## config.mk

```make
export PLATFORM = sky130hd
export DESIGN_NAME = key_conditioner
export DESIGN_NICKNAME = d
export VERILOG_FILES = /design/src/rtl/key_conditioner.sv
export SDC_FILE = /design/constraint.sdc
export NUM_CORES = 1
export LEC_CHECK = 0
export CELL_PAD_IN_SITES_DETAIL_PLACEMENT = 1
export CELL_PAD_IN_SITES_GLOBAL_PLACEMENT = 2
export CORE_UTILIZATION = 36
export CTS_BUF_LIST = sky130_fd_sc_hd__clkbuf_2 sky130_fd_sc_hd__clkbuf_4 sky130_fd_sc_hd__clkbuf_8
export CTS_CLUSTER_DIAMETER = 80
export DETAILED_ROUTE_END_ITERATION = 10
export GPL_TIMING_DRIVEN = 1
export PLACE_DENSITY_LB_ADDON = 0.15
export SLEW_MARGIN = 15
export SYNTH_ARGS = -nofsm -noshare
export SYNTH_HDL_FRONTEND = slang
export SYNTH_SLANG_ARGS = --single-unit
```

## constraint.sdc

```tcl
create_clock -name ADC_CLK_10 -period 2.3 [get_ports ADC_CLK_10]
set_input_delay 0.575 -clock ADC_CLK_10 [delete_from_list [all_inputs] [get_ports ADC_CLK_10]]
set_output_delay 0.575 -clock ADC_CLK_10 [all_outputs]
set_load 0.02 [all_outputs]
```

## src/rtl/key_conditioner.sv

```systemverilog
// key_conditioner: synchronizes, debounces and auto-repeats raw push-buttons.
// Every key channel is an independent copy of the same logic.
module key_conditioner #(
  parameter int N_KEYS          = 2,
  parameter int DEBOUNCE_CYCLES = 100000,
  parameter int REPEAT_DELAY    = 5000000,
  parameter int REPEAT_PERIOD   = 1000000
) (
  input  logic              ADC_CLK_10,
  input  logic              reset,
  input  logic [N_KEYS-1:0] KEY,
  output logic [N_KEYS-1:0] PRESSED,
  output logic [N_KEYS-1:0] PRESS_PULSE,
  output logic [N_KEYS-1:0] RELEASE_PULSE,
  output logic [N_KEYS-1:0] REPEAT_PULSE
);

  localparam int DBW  = $clog2(DEBOUNCE_CYCLES + 1);
  localparam int RMAX = (REPEAT_DELAY > REPEAT_PERIOD) ?
                        REPEAT_DELAY : REPEAT_PERIOD;
  localparam int RW   = $clog2(RMAX + 1);

  localparam logic [DBW-1:0] DB_LAST = DBW'(DEBOUNCE_CYCLES - 1);
  localparam logic [RW-1:0]  RD_LAST = RW'(REPEAT_DELAY - 1);
  localparam logic [RW-1:0]  RP_LAST = RW'(REPEAT_PERIOD - 1);

  typedef enum logic [1:0] {
    IDLE,
    DELAY,
    REPEAT
  } rpt_state_e;

  for (genvar k = 0; k < N_KEYS; k++) begin : g_key
    logic           sync1_q;
    logic           sync2_q;
    logic           stable_q;
    logic           stable_d;
    logic [DBW-1:0] dbc_q;
    logic [DBW-1:0] dbc_d;
    logic           acc_press;
    logic           acc_rel;
    logic           pressed_q;
    logic           press_q;
    logic           rel_q;
    logic           rpt_q;
    rpt_state_e     st_q;
    logic [RW-1:0]  rc_q;

    // Two-flop synchronizer; idles at released (1).
    always_ff @(posedge ADC_CLK_10) begin
      if (reset) begin
        sync1_q <= 1'b1;
        sync2_q <= 1'b1;
      end else begin
        sync1_q <= KEY[k];
        sync2_q <= sync1_q;
      end
    end

    // Count consecutive mismatches; accept the new level on the last one.
    always_comb begin
      stable_d  = stable_q;
      dbc_d     = '0;
      acc_press = 1'b0;
      acc_rel   = 1'b0;
      if (sync2_q != stable_q) begin
        if (dbc_q == DB_LAST) begin
          stable_d  = sync2_q;
          acc_press = ~sync2_q;
          acc_rel   = sync2_q;
        end else begin
          dbc_d = dbc_q + DBW'(1);
        end
      end
    end

    // Debounce state plus level/edge outputs registered off the next state.
    always_ff @(posedge ADC_CLK_10) begin
      if (reset) begin
        stable_q  <= 1'b1;
        dbc_q     <= '0;
        pressed_q <= 1'b0;
        press_q   <= 1'b0;
        rel_q     <= 1'b0;
      end else begin
        stable_q  <= stable_d;
        dbc_q     <= dbc_d;
        pressed_q <= ~stable_d;
        press_q   <= acc_press;
        rel_q     <= acc_rel;
      end
    end

    // Auto-repeat FSM; an accepted release overrides any due strobe.
    always_ff @(posedge ADC_CLK_10) begin
      if (reset) begin
        st_q  <= IDLE;
        rc_q  <= '0;
        rpt_q <= 1'b0;
      end else begin
        rpt_q <= 1'b0;
        if (acc_rel) begin
          st_q <= IDLE;
          rc_q <= '0;
        end else begin
          unique case (st_q)
            IDLE: begin
              rc_q <= '0;
              if (acc_press) st_q <= DELAY;
            end
            DELAY: begin
              if (rc_q == RD_LAST) begin
                rpt_q <= 1'b1;
                rc_q  <= '0;
                st_q  <= REPEAT;
              end else begin
                rc_q <= rc_q + RW'(1);
              end
            end
            REPEAT: begin
              if (rc_q == RP_LAST) begin
                rpt_q <= 1'b1;
                rc_q  <= '0;
              end else begin
                rc_q <= rc_q + RW'(1);
              end
            end
            default: begin
              st_q <= IDLE;
              rc_q <= '0;
            end
          endcase
        end
      end
    end

    assign PRESSED[k]       = pressed_q;
    assign PRESS_PULSE[k]   = press_q;
    assign RELEASE_PULSE[k] = rel_q;
    assign REPEAT_PULSE[k]  = rpt_q;
  end

endmodule

```

==> flow_metrics.tcl <==
set metrics [dict create \
    min_period_over_period 0.945 \
    final_cells 654 \
    r2r-start "g_key[0].dbc_q[12]" \
    grt_pass1_wl_um 16100 \
    avgRoutedWirePerCell_um 14.0 \
    period_needed_ns 2.17 \
    core_area_mm2 0.0116 \
    postRouteAntennaNets 0 \
    die-area_mm2 0.0126 \
    power_frac_comb 0.029 \
    rows 39 \
    drc 0 \
    hold_violations 0 \
    start_kind "register" \
    portBuffers 11 \
    power_switching_mw 0.688 \
    final_nets 520 \
    firstDrtPassIters 6 \
    cts_tree "built" \
    die_y_um 112 \
    seqPwrFrac 0.578 \
    grt_pass1_vias 3453 \
    setup_tns_ns 0 \
    min_from "g_key[0].sync1_q" \
    finClkSkew_ns 0.0140 \
    setup_viol 0 \
    critPathLaunch "g_key[0].dbc_q[12]" \
    grt_max_degree 24 \
    worstSetupEndpointType "register" \
    cts_buffers 9 \
    synth_edf_count 0 \
    final_max_slew_viol_count 0 \
    ir_worst_vdd_mv 0.448 \
    drt_iter0_drc 67 \
    grt_use_total 0.160 \
    rsz0062_at_grt "no" \
    r2r-end "g_key[0].pressed_q" \
    p_clk_frac 0.393 \
    synth_cells 495 \
    max_freq_mhz 460 \
    cp.arrival_ns 2.46 \
    ys_seq_area_frac 0.449 \
    avgSynthCellArea_um2 8.83 \
    status "finished clean" \
    ys_seq_elements 98 \
    relSlewSlack 0.570 \
    rrSetupSlack_ns 0.13 \
    io_pins 12 \
    dpl.cell_count 638 \
    cp_max_fo 5 \
    leakagePower_nw 1.50 \
    p_total_mw 2.96 \
    path_class "register to register" \
    max_slew.worst_pin.slew_ns 0.638 \
    drive_gt1_frac 0.0802 \
    dpl.hpwl_um 6500 \
    yosysWarnings 0 \
    place_congestion 0.696 \
    vias_per_cell 5.06 \
    endpoint "g_key[0].pressed_q" \
    htreeDepth 3 \
    routed_wl_um 9130 \
    critPathRequiredTime_ns 2.58 \
    reg2reg_depth 5 \
    clk_pin_slew_ns 0.10 \
    die_w_um 112 \
    synth_ff_type "dfxtp_1" \
    clockRootBuffer "clkbuf_8" \
    placed_area_mm2 0.00461 \
    vias 3310 \
    power_density_mw_per_mm2 613 \
    synth.net_count 509 \
    synthDistinctLibCells 47 \
    initial_utilization 0.377 \
    hp-class "register to register" \
    final_util 0.416 \
    diodes 0 \
    clk_latency_ns 0.38 \
    clock_sinks 98 \
    async_flop_share 0 \
    clockBufferDepth 2 \
    grt_overflow_total 0 \
    p_int_mw 2.27 \
    switching_share 0.232 \
    cts_setup_buffers 0 \
    synthesis.area_mm2 0.00437 \
    cap_violations 0 \
    synthToLayoutAreaGrowth_pct 10.4 \
    finalInstanceArea_mm2 0.00483 \
    antenna_found_initial 0 \
]
==> what timing repair did <==
action                                  CTS  global route
endpoints found under the setup margin    0            13
endpoints found under the hold margin     0             0
hold buffers                              0             0
gates resized for setup                   0             2
==> metal layers <==
layer  vias to the layer above  wire, um  global-route usage
met3                        11       240              0.0443
met4                         0       143              0.0587
met1                      1574      4530               0.196
met2                        25      4210               0.267
met5                         -         0                   0
li1                       1700         -                   -
==> cells in the mapped netlist (all sizes together) (5+ instances only) <==
cell     n  area share
a21oi    9       0.010
nand4   19       0.027
dfxtp   98        0.45
o21ai    5      0.0057
nor2    94       0.081
or2      9       0.013
and4     7       0.014
nor4bb   5       0.011
buf     15       0.025
nand3   28       0.032
nor4     8       0.011
xnor2   34       0.068
xor2    36       0.072
nor3    15       0.017
ha      10       0.029
nand2   30       0.026
and3    10       0.015
clkbuf   5      0.0043
inv     17       0.015
==> placed cells by master, fill, tap and decap left out, types with 10 or more instances in the layout <==
| cell | instances |
|---|---|
| dfxtp_1 | 98 |
| nor2_1 | 94 |
| xor2_1 | 36 |
| xnor2_1 | 34 |
| nand2_1 | 29 |
| nand3_1 | 28 |
| nand4_1 | 19 |
| inv_1 | 17 |
| nor3_1 | 15 |
| clkdlybuf4s50_1 | 11 |
| ha_1 | 10 |
==> state kept, by name, summed over array words and instances (netlist names) <==
register,flops
g_key.st_q,4
g_key.dbc_q,34
g_key.rpt_q,2
g_key.sync2_q,2
g_key.stable_q,2
g_key.sync1_q,2
g_key.rel_q,2
g_key.pressed_q,2
g_key.rc_q,46
g_key.press_q,2
==> power groups by stage <==
stage	Combinational (mW)	Clock, mW	Sequential (mW)
after floorplan	0.0559	0	1.75
after global placement	0.0808	0	1.75
after detailed placement	0.0853	0	1.75
after CTS	0.0858	1.23	1.71
after global routing	0.101	1.29	1.71
final	0.0860	1.16	1.71
==> per-stage QoR <==
| step | hold slack (ns) | worst slack (ns) |
|---|---|---|
| finish | 0.423 | 0.126 |
| global route | 0.451 | 0.00859 |
| CTS | 0.429 | 0.0813 |
| detailed placement | 0.403 | 0.0971 |
| global placement | 0.392 | 0.152 |
| floorplan | 0.389 | 0.151 |
==> cell type report <==
cell class	count	area [um2]
clock buffers	10	131
clock inverters	6	71.3
fillers	1366	6780
inverters	17	63.8
multi-input cells	360	2230
flip-flops and latches	98	1960
well taps	143	179
repair buffers	20	190
==> logic make-up after synthesis <==
family	Yosys count	synth area share
AO/OA/AOI/OAI	26	0.0386
XOR/XNOR	70	0.140
adder cells (fa/ha/maj)	10	0.0286
buffers and inverters	37	0.0438
flip-flops	98	0.449
multiplexers	3	0.00687
AND/OR/NAND/NOR	251	0.293
==> how the worst min path moves through the flow <==
stage,to,slack (ns),depth (start not counted)
6_report,g_key[0].sync2_q,0.42,1
2_1_floorplan,g_key[0].sync2_q,0.39,1
4_1_cts,g_key[0].sync2_q,0.43,1
3_3_place_gp,g_key[1].sync2_q,0.39,1
3_5_place_dp,g_key[0].sync2_q,0.40,1
5_1_grt,g_key[1].sync2_q,0.45,1
==> critical path, stage by stage, from the launching register on <==
cell     delay, ns
dfxtp_1       0.36
or4_4         0.55
or4_4         0.49
or2_1         0.30
mux2i_1       0.17
and2b_2       0.20
No activity file was read; power rests on OpenSTA's default activity.
